==> src/rtl/trap_arbiter_if.sv <==
// rtl/trap_arbiter_if.sv - interrupt/exception sources in, trap request to CSR/PC-select out
interface trap_arbiter_if;
    logic       ext_irq;
    logic       sw_irq;
    logic       timer_irq;
    logic       csr_mstatus_mie;
    logic       csr_meie;
    logic       csr_msie;
    logic       csr_mtie;
    logic       exc_req;
    logic [5:0] exc_code;
    logic       cmd_mret;
    logic       cpu_stat_pc;
    logic       stall_req;
    logic       trap_fire;
    logic       trap_is_irq;
    logic [5:0] trap_code;
    logic       in_handler;
    logic [2:0] irq_pend;

    modport slave (
        input  ext_irq, sw_irq, timer_irq,
        input  csr_mstatus_mie, csr_meie, csr_msie, csr_mtie,
        input  exc_req, exc_code, cmd_mret, cpu_stat_pc,
        output stall_req, trap_fire, trap_is_irq, trap_code, in_handler, irq_pend
    );

    modport master (
        output ext_irq, sw_irq, timer_irq,
        output csr_mstatus_mie, csr_meie, csr_msie, csr_mtie,
        output exc_req, exc_code, cmd_mret, cpu_stat_pc,
        input  stall_req, trap_fire, trap_is_irq, trap_code, in_handler, irq_pend
    );
endinterface

==> src/rtl/trap_arbiter.sv <==
// rtl/trap_arbiter.sv - M-mode trap entry sequencer; TRAP_ARB_IRQ_SYNC_EN adds a 2-flop ext_irq synchronizer
module trap_arbiter #(
    parameter int unsigned DRAIN_CYCLES = 3
) (
    input  logic           clk,
    input  logic           rst,
    trap_arbiter_if.slave  bus
);

    localparam logic [3:0] CNT_LAST = 4'(DRAIN_CYCLES - 1);
    localparam logic [5:0] CODE_EXT = 6'd11;
    localparam logic [5:0] CODE_SW  = 6'd3;
    localparam logic [5:0] CODE_TIM = 6'd7;

    typedef enum logic [1:0] {
        S_IDLE,
        S_DRAIN,
        S_FIRE,
        S_HANDLER
    } state_t;

    state_t     r_state, w_state_nxt;
    logic [3:0] r_drain_cnt, w_drain_cnt_nxt;
    logic       r_stall_req, w_stall_req_nxt;
    logic       r_trap_fire, w_trap_fire_nxt;
    logic       r_trap_is_irq, w_trap_is_irq_nxt;
    logic [5:0] r_trap_code, w_trap_code_nxt;
    logic       r_in_handler, w_in_handler_nxt;

    logic       w_ext_irq;
    logic       w_e_ext, w_e_sw, w_e_tim, w_any_irq;
    logic [5:0] w_irq_code;

`ifdef TRAP_ARB_IRQ_SYNC_EN
    logic r_ext_sync1, r_ext_sync2;

    always_ff @(posedge clk) begin
        if (rst) begin
            r_ext_sync1 <= 1'b0;
            r_ext_sync2 <= 1'b0;
        end else begin
            r_ext_sync1 <= bus.ext_irq;
            r_ext_sync2 <= r_ext_sync1;
        end
    end

    assign w_ext_irq = r_ext_sync2;
`else
    assign w_ext_irq = bus.ext_irq;
`endif

    assign w_e_ext   = w_ext_irq & bus.csr_meie;
    assign w_e_sw    = bus.sw_irq & bus.csr_msie;
    assign w_e_tim   = bus.timer_irq & bus.csr_mtie;
    assign w_any_irq = (w_e_ext | w_e_sw | w_e_tim) & bus.csr_mstatus_mie;
    assign w_irq_code = w_e_ext ? CODE_EXT : (w_e_sw ? CODE_SW : CODE_TIM);

    always_ff @(posedge clk) begin
        if (rst) begin
            r_state       <= S_IDLE;
            r_drain_cnt   <= 4'd0;
            r_stall_req   <= 1'b0;
            r_trap_fire   <= 1'b0;
            r_trap_is_irq <= 1'b0;
            r_trap_code   <= 6'd0;
            r_in_handler  <= 1'b0;
        end else begin
            r_state       <= w_state_nxt;
            r_drain_cnt   <= w_drain_cnt_nxt;
            r_stall_req   <= w_stall_req_nxt;
            r_trap_fire   <= w_trap_fire_nxt;
            r_trap_is_irq <= w_trap_is_irq_nxt;
            r_trap_code   <= w_trap_code_nxt;
            r_in_handler  <= w_in_handler_nxt;
        end
    end

    always_comb begin
        w_state_nxt       = r_state;
        w_drain_cnt_nxt   = r_drain_cnt;
        w_stall_req_nxt   = 1'b0;
        w_trap_fire_nxt   = 1'b0;
        w_trap_is_irq_nxt = r_trap_is_irq;
        w_trap_code_nxt   = r_trap_code;
        w_in_handler_nxt  = r_in_handler;

        case (r_state)
            S_IDLE: begin
                if (bus.exc_req) begin
                    w_state_nxt       = S_FIRE;
                    w_trap_code_nxt   = bus.exc_code;
                    w_trap_is_irq_nxt = 1'b0;
                    w_stall_req_nxt   = 1'b1;
                    w_trap_fire_nxt   = 1'b1;
                end else if (w_any_irq) begin
                    w_state_nxt       = S_DRAIN;
                    w_trap_code_nxt   = w_irq_code;
                    w_trap_is_irq_nxt = 1'b1;
                    w_stall_req_nxt   = 1'b1;
                    w_drain_cnt_nxt   = 4'd0;
                end
            end

            S_DRAIN: begin
                w_stall_req_nxt = 1'b1;
                if (bus.exc_req) begin
                    w_state_nxt       = S_FIRE;
                    w_trap_code_nxt   = bus.exc_code;
                    w_trap_is_irq_nxt = 1'b0;
                    w_trap_fire_nxt   = 1'b1;
                end else if (!w_any_irq) begin
                    // Source went away before the boundary: drop the stall, never fire.
                    w_state_nxt     = S_IDLE;
                    w_stall_req_nxt = 1'b0;
                end else begin
                    w_trap_code_nxt   = w_irq_code;
                    w_trap_is_irq_nxt = 1'b1;
                    if ((r_drain_cnt == CNT_LAST) && bus.cpu_stat_pc) begin
                        w_state_nxt     = S_FIRE;
                        w_trap_fire_nxt = 1'b1;
                    end else if (r_drain_cnt != CNT_LAST) begin
                        w_drain_cnt_nxt = r_drain_cnt + 4'd1;
                    end
                end
            end

            S_FIRE: begin
                w_state_nxt      = S_HANDLER;
                w_in_handler_nxt = 1'b1;
            end

            S_HANDLER: begin
                if (bus.exc_req) begin
                    w_state_nxt       = S_FIRE;
                    w_trap_code_nxt   = bus.exc_code;
                    w_trap_is_irq_nxt = 1'b0;
                    w_stall_req_nxt   = 1'b1;
                    w_trap_fire_nxt   = 1'b1;
                end else if (bus.cmd_mret) begin
                    w_state_nxt      = S_IDLE;
                    w_in_handler_nxt = 1'b0;
                end
            end

            default: w_state_nxt = S_IDLE;
        endcase
    end

    assign bus.stall_req   = r_stall_req;
    assign bus.trap_fire   = r_trap_fire;
    assign bus.trap_is_irq = r_trap_is_irq;
    assign bus.trap_code   = r_trap_code;
    assign bus.in_handler  = r_in_handler;
    assign bus.irq_pend    = {w_ext_irq, bus.timer_irq, bus.sw_irq};

endmodule

==> src/flat_wrapper.sv <==
// flat-port wrapper written by rule: the top's interface ports become plain ports
module trap_arbiter_flat 
#(
    parameter int unsigned DRAIN_CYCLES = 3
)
  (clk, rst, bus_ext_irq, bus_sw_irq, bus_timer_irq, bus_csr_mstatus_mie, bus_csr_meie, bus_csr_msie, bus_csr_mtie, bus_exc_req, bus_exc_code, bus_cmd_mret, bus_cpu_stat_pc, bus_stall_req, bus_trap_fire, bus_trap_is_irq, bus_trap_code, bus_in_handler, bus_irq_pend);
  trap_arbiter_if bus_i ();
  input  logic clk;
  input  logic rst;
  input wire logic [$bits(bus_i.ext_irq)-1:0] bus_ext_irq;
  input wire logic [$bits(bus_i.sw_irq)-1:0] bus_sw_irq;
  input wire logic [$bits(bus_i.timer_irq)-1:0] bus_timer_irq;
  input wire logic [$bits(bus_i.csr_mstatus_mie)-1:0] bus_csr_mstatus_mie;
  input wire logic [$bits(bus_i.csr_meie)-1:0] bus_csr_meie;
  input wire logic [$bits(bus_i.csr_msie)-1:0] bus_csr_msie;
  input wire logic [$bits(bus_i.csr_mtie)-1:0] bus_csr_mtie;
  input wire logic [$bits(bus_i.exc_req)-1:0] bus_exc_req;
  input wire logic [$bits(bus_i.exc_code)-1:0] bus_exc_code;
  input wire logic [$bits(bus_i.cmd_mret)-1:0] bus_cmd_mret;
  input wire logic [$bits(bus_i.cpu_stat_pc)-1:0] bus_cpu_stat_pc;
  output wire logic [$bits(bus_i.stall_req)-1:0] bus_stall_req;
  output wire logic [$bits(bus_i.trap_fire)-1:0] bus_trap_fire;
  output wire logic [$bits(bus_i.trap_is_irq)-1:0] bus_trap_is_irq;
  output wire logic [$bits(bus_i.trap_code)-1:0] bus_trap_code;
  output wire logic [$bits(bus_i.in_handler)-1:0] bus_in_handler;
  output wire logic [$bits(bus_i.irq_pend)-1:0] bus_irq_pend;
  assign bus_i.ext_irq = bus_ext_irq;
  assign bus_i.sw_irq = bus_sw_irq;
  assign bus_i.timer_irq = bus_timer_irq;
  assign bus_i.csr_mstatus_mie = bus_csr_mstatus_mie;
  assign bus_i.csr_meie = bus_csr_meie;
  assign bus_i.csr_msie = bus_csr_msie;
  assign bus_i.csr_mtie = bus_csr_mtie;
  assign bus_i.exc_req = bus_exc_req;
  assign bus_i.exc_code = bus_exc_code;
  assign bus_i.cmd_mret = bus_cmd_mret;
  assign bus_i.cpu_stat_pc = bus_cpu_stat_pc;
  assign bus_stall_req = bus_i.stall_req;
  assign bus_trap_fire = bus_i.trap_fire;
  assign bus_trap_is_irq = bus_i.trap_is_irq;
  assign bus_trap_code = bus_i.trap_code;
  assign bus_in_handler = bus_i.in_handler;
  assign bus_irq_pend = bus_i.irq_pend;
  trap_arbiter #(.DRAIN_CYCLES(DRAIN_CYCLES)) u_core (.clk(clk), .rst(rst), .bus(bus_i));
endmodule
==> config.mk <==
export PLATFORM = sky130hd
export DESIGN_NAME = trap_arbiter_flat
export DESIGN_NICKNAME = d
export VERILOG_FILES = /design/src/rtl/trap_arbiter_if.sv /design/src/rtl/trap_arbiter.sv /design/src/flat_wrapper.sv
export SDC_FILE = /design/constraint.sdc
export NUM_CORES = 1
export LEC_CHECK = 0
export BUFFER_PORTS_ARGS = -buffer_cell sky130_fd_sc_hd__buf_4
export CORE_ASPECT_RATIO = 1.2
export CORE_UTILIZATION = 49
export DETAILED_ROUTE_END_ITERATION = 7
export GPL_ROUTABILITY_DRIVEN = 1
export HOLD_SLACK_MARGIN = 0.05
export PLACE_DENSITY = 0.84
export SYNTH_ARGS = -nofsm -noshare
export SYNTH_HDL_FRONTEND = slang
export SYNTH_SLANG_ARGS = --single-unit
==> constraint.sdc <==
create_clock -name clk -period 5.05 [get_ports clk]
set_input_delay 1.01 -clock clk [delete_from_list [all_inputs] [get_ports clk]]
set_output_delay 1.01 -clock clk [all_outputs]
set_load 0.01 [all_outputs]
Word level (Yosys, flattened, before mapping)
Index checks and enable logic that the tools add are counted.
{ "totals": {"reg_bits": 16, "inputBits": 18, "wordCells": 79} }
{ "op_classes": {"add_sub_neg": 1, "n_eq_ne": 18, "muxes": 36, "n_bitwise": 6, "reduce_logical": 11} }
{ "ops": {"columns": ["operator", "count"], "rows": [
  ["4-bit two-way mux", 6],
  ["6-bit two-way mux", 4],
  ["2-bit two-way mux", 7],
  ["2-bit inequality test, second input constant", 6],
  ["6-bit case mux with 2 select lines", 1],
  ["1-bit two-way mux", 11],
  ["3-bit AND reduction", 3],
  ["1-bit case mux with 2 select lines", 4],
  ["2-bit case mux with 4 select lines", 1],
  ["4-bit case mux with 2 select lines", 1],
  ["7-bit AND reduction", 1],
  ["2-bit by 1-bit inequality test with 1-bit output, second input constant", 3],
  ["2-bit nonzero test", 3],
  ["4-bit by 1-bit adder with 4-bit output, second input constant", 1],
  ["1-bit bitwise AND", 4],
  ["2-bit equality test, second input constant", 2],
  ["4-bit by 2-bit equality test with 1-bit output, second input constant", 1],
  ["4-bit by 2-bit inequality test with 1-bit output, second input constant", 1],
  ["4-bit inequality test, second input constant", 1],
  ["2-bit OR reduction", 2],
  ["3-bit two-way mux", 1],
  ["3-bit by 1-bit inequality test with 1-bit output, second input constant", 1],
  ["3-bit by 2-bit inequality test with 1-bit output, second input constant", 1],
  ["3-bit inequality test, second input constant", 1],
  ["other kinds (4)", 5]
]} }

Longest topological paths before layout
{ "depth": {"word_depth": 7, "mapped_depth": 7, "depth_no_buf": 6} }

Least setup slack after synthesis
No wires, ideal clock.
{ "synth_timing": {"path_type": "in2reg", "from": "input bus_ext_irq", "to": "register u_core.r_state[1]", "setup_ns": 0.122, "t_arrival_ns": 2.314, "t_required_ns": 4.928, "setup_slack_ns": 2.615, "path_stages": 4, "path_cell_list": "a222oi_1 > a2111oi_1 > or2_1 > o311a_1"} }
{ "synth_via": {"elab_chain_cells": 7, "word_cells_on_any_way": 10} }
{ "synth_rtl": {"columns": ["item", "line", "text"], "rows": [
  ["start, declared", "flat_wrapper.sv:10", "input wire logic [$bits(bus_i.ext_irq)-1:0] bus_ext_irq;"],
  ["1-bit bitwise AND *", "trap_arbiter.sv:52", "assign w_e_ext = w_ext_irq & bus.csr_meie;"],
  ["1-bit bitwise OR * (2 in series)", "trap_arbiter.sv:55", "assign w_any_irq = (w_e_ext | w_e_sw | w_e_tim) & bus.csr_mstatus_mie;"],
  ["1-bit bitwise AND *", "trap_arbiter.sv:55", null],
  ["2-bit two-way mux", "trap_arbiter.sv:111", "end else if (!w_any_irq) begin"],
  ["2-bit two-way mux", "trap_arbiter.sv:106", "if (bus.exc_req) begin"],
  ["2-bit case mux with 4 select lines", "trap_arbiter.sv:87", "case (r_state)"],
  ["end signal, assigned", "trap_arbiter.sv:68", "r_state <= w_state_nxt;"],
  ["end, declared", "trap_arbiter.sv:22", "state_t r_state, w_state_nxt;"]
]} }
Every way passes the cells marked *; elsewhere a longest branch is shown, timed or not.
A chain may end at the register's enable or synchronous reset.

Worst setup path after layout
Ends and elaborated chain as after synthesis.

==> qor.yml <==
sta:
  fin_setup_tns_ns: 0
  max_clock_freq_mhz: 405
  setup-violations-final: 0
  tightest_slew_ns: 0.882
  min_period_over_period_pct: 48.9
  relSlewSlack_pct: 41.2
  finClkSkew_ns: 0.00151
  grt_setup_unrepaired: "no"
  min_period_ns: 2.47
  slew_violations: 0
  hold_viol_final: 0
synth:
  syn_inst: 121
  ys_seq_area_share_pct: 31.9
  synth_fp_nets: 146
  synth_cell_types: 40
  syn_area_per_cell_sq_um: 8.29
  synth_edf_count: 0
  synth_seq_cells: 16
  async_flop_share_pct: 0
  netlist_area_sq_um: 1000
  yosysWarningCount: 0
  synthFlopType: "dfxtp_1"
setup_path:
  cp.arrival_ns: 2.66
  cp_slowest_cell: "a222oi_1"
  cpPeakStageDelay_ns: 0.79
  start_kind: "input pin"
  cp_max_fo: 6
  cp_cell_sequence: "buf_4, a222oi_1, a2111oi_1, or2_1, o311a_1"
  reg2reg_setup_slack_ns: 2.76
  required_ns: 5.24
  cp.buffers_inverters: 1
  crit_type: "in -> reg"
  r2r_cells: 6
  end_kind: "register"
  path_delay_family: "compound AO/OA/AOI/OAI gates"
  rr_startpoint: "u_core.r_state[1]"
  regToRegEndpoint: "u_core.r_drain_cnt[2]"
floorplanning:
  initial_utilization_pct: 53.6
  dieHeight_um: 51.6
  io_pins: 31
  dieArea_sq_um: 2230
  die_w_um: 43.3
  core_area_sq_um: 1870
  rows: 17
placed_design:
  gp_congestion: 0.840
  portBuffers: 30
  dpl.hpwl_um: 1670
  dp.cells: 161
cells_and_area:
  fin_cells: 164
  nets: 172
  drive_above_1_share_pct: 25.5
  fin_util_pct: 65.7
  num_antenna_cells: 0
  areaGrowthSynthToFinish_pct: 22.6
pwr:
  ir_drop_v: 0.000172
  leakagePower_nw: 0.528
  p_per_area_nw_per_um2: 282
cts:
  clock_path_buffers: 2
  cts_tree: "done"
  clkLatencyLatePin_ns: 0.29
  hold_buffers: 0
  path_clk_slew_ns: 0.09
  numCtsBuffers: 3
  h-tree-depth: 1
  postCtsSetupRepairBufs: 0
  post_cts_resized: 0
  clkSinkCount: 16
  cts-root-buf: "clkbuf_4"
global_route:
  antenna_found_initial: 0
  grt_pass1_wl_um: 3600
  grt_max_degree: 22
  grt-ovfl-total: 0
  first_global_vias: 857
  grt_use_total_pct: 21.0
routing:
  drt_iter0_drc: 19
  wl_per_cell_um: 13.4
  dr_total_vias: 985
  drt_wl_total_um: 2190
  drtAntennaViolNets: 0
  routed_via_density: 6.01
  drc_errors: 0
  firstDrtPassIters: 4
min_path:
  holdPathStages: 2
  worstHoldEndpoint: "u_core.bus.trap_code[2]"
  hold_path.class: "reg -> reg"
  min-delay-start: "u_core.bus.trap_code[2]"
outcome:
  status: "completed"
run:
  maxCapViolations: 0
## cells by family (layout without fill, tap and decap cells)
family	after synthesis	after routing	share of synthesized area [%]
compound gates	43	43	31.0
fa+ha+maj	7	7	8.73
buf+inv	23	47	9.73
flops	16	16	31.9
mux	1	1	0.998
simple gates	31	31	17.6
## cells in the final DEF, fill, tap and decap left out, types with 2 or more instances in the layout
| master | instances |
|---|---|
| o21a_1 | 2 |
| nand2b_1 | 4 |
| nand3b_1 | 2 |
| o31ai_1 | 3 |
| clkbuf_4 | 3 |
| nor2b_1 | 3 |
| nor3_1 | 2 |
| o21ai_0 | 8 |
| ha_1 | 7 |
| nand3_1 | 3 |
| nor2_1 | 7 |
| a211oi_1 | 5 |
| buf_4 | 30 |
| a21oi_1 | 7 |
| nand2_1 | 5 |
| inv_1 | 14 |
| o311ai_0 | 2 |
| dfxtp_1 | 16 |
## per-stage QoR
| step | area [sq um] | total power, mW | hold WS (ns) | worst slack [ns] |
|---|---|---|---|---|
| 5_1_grt | 1230 | 0.367 | 0.476 | 2.45 |
| 3_3_place_gp | 1210 | 0.278 | 0.445 | 2.35 |
| 6_report | 1230 | 0.347 | 0.461 | 2.58 |
| 4_1_cts | 1230 | 0.346 | 0.461 | 2.60 |
| 2_1_floorplan | 1000 | 0.236 | 0.471 | 2.61 |
| 3_5_place_dp | 1210 | 0.283 | 0.446 | 2.27 |
## cell usage after synthesis, types with 2 or more instances
library cell  number  area, sq um
buf_4              3         22.5
inv_1             14         52.6
nand3b_1           2         15.0
nor2b_1            3         18.8
nand2_1            5         18.8
a211oi_1           5         37.5
nand3_1            3         15.0
dfxtp_1           16          320
nor3_1             2         10.0
o21a_1             2         15.0
a21oi_1            7         35.0
clkbuf_1           6         22.5
o31ai_1            3         22.5
nor2_1             7         26.3
o311ai_0           2         17.5
o21ai_0            8         40.0
ha_1               7         87.6
nand2b_1           4         25.0
## area by class of cell
type	instances	area (sq um)
Fill cell	173	642
Multi-Input combinational cell	82	586
Sequential cell	16	320
Timing Repair Buffer	30	225
Inverter	14	52.6
Tap cell	19	23.8
Clock buffer	3	22.5
## worst reg2reg max path, cell delays in order, from the launching register on
cell,delay [ns]
dfxtp_1,0.36
inv_1,0.11
ha_1,0.48
o21bai_1,0.19
nor4_2,0.61
o21ai_0,0.18
a32o_1,0.25
## report_power, final
part	internal (mW)	total [mW]	switching (mW)
clock network	0.0278	0.0664	0.0387
logic	0.0611	0.130	0.0690
registers	0.141	0.150	0.00900
## sequential cells by signal, summed over array words and instances, names as in the netlist
register and flops:
u_core.bus.trap_code 6, u_core.r_drain_cnt 4, u_core.r_state 2, u_core.bus.in_handler 1
u_core.bus.stall_req 1, u_core.bus.trap_fire 1, u_core.bus.trap_is_irq 1
## worst max-delay path by stage
stage | from | endpoint | slack [ns] | cells past startpoint
floorplan | bus_ext_irq | u_core.r_state[1] | 2.61 | 4
global placement | bus_ext_irq | u_core.r_state[1] | 2.35 | 5
detailed placement | bus_ext_irq | u_core.r_state[1] | 2.27 | 5
CTS | bus_ext_irq | u_core.r_state[1] | 2.60 | 5
global route | bus_ext_irq | u_core.r_state[1] | 2.45 | 5
finish | bus_ext_irq | u_core.r_state[1] | 2.58 | 5
## routing by layer
metal	wire length, um	track usage (%)	vias up
met5	0	0	-
met4	30	7.58	0
met3	141	3.13	4
met2	1040	36.3	51
met1	981	26.1	444
li1	-	-	486
(Power assumes the default switching activity.)
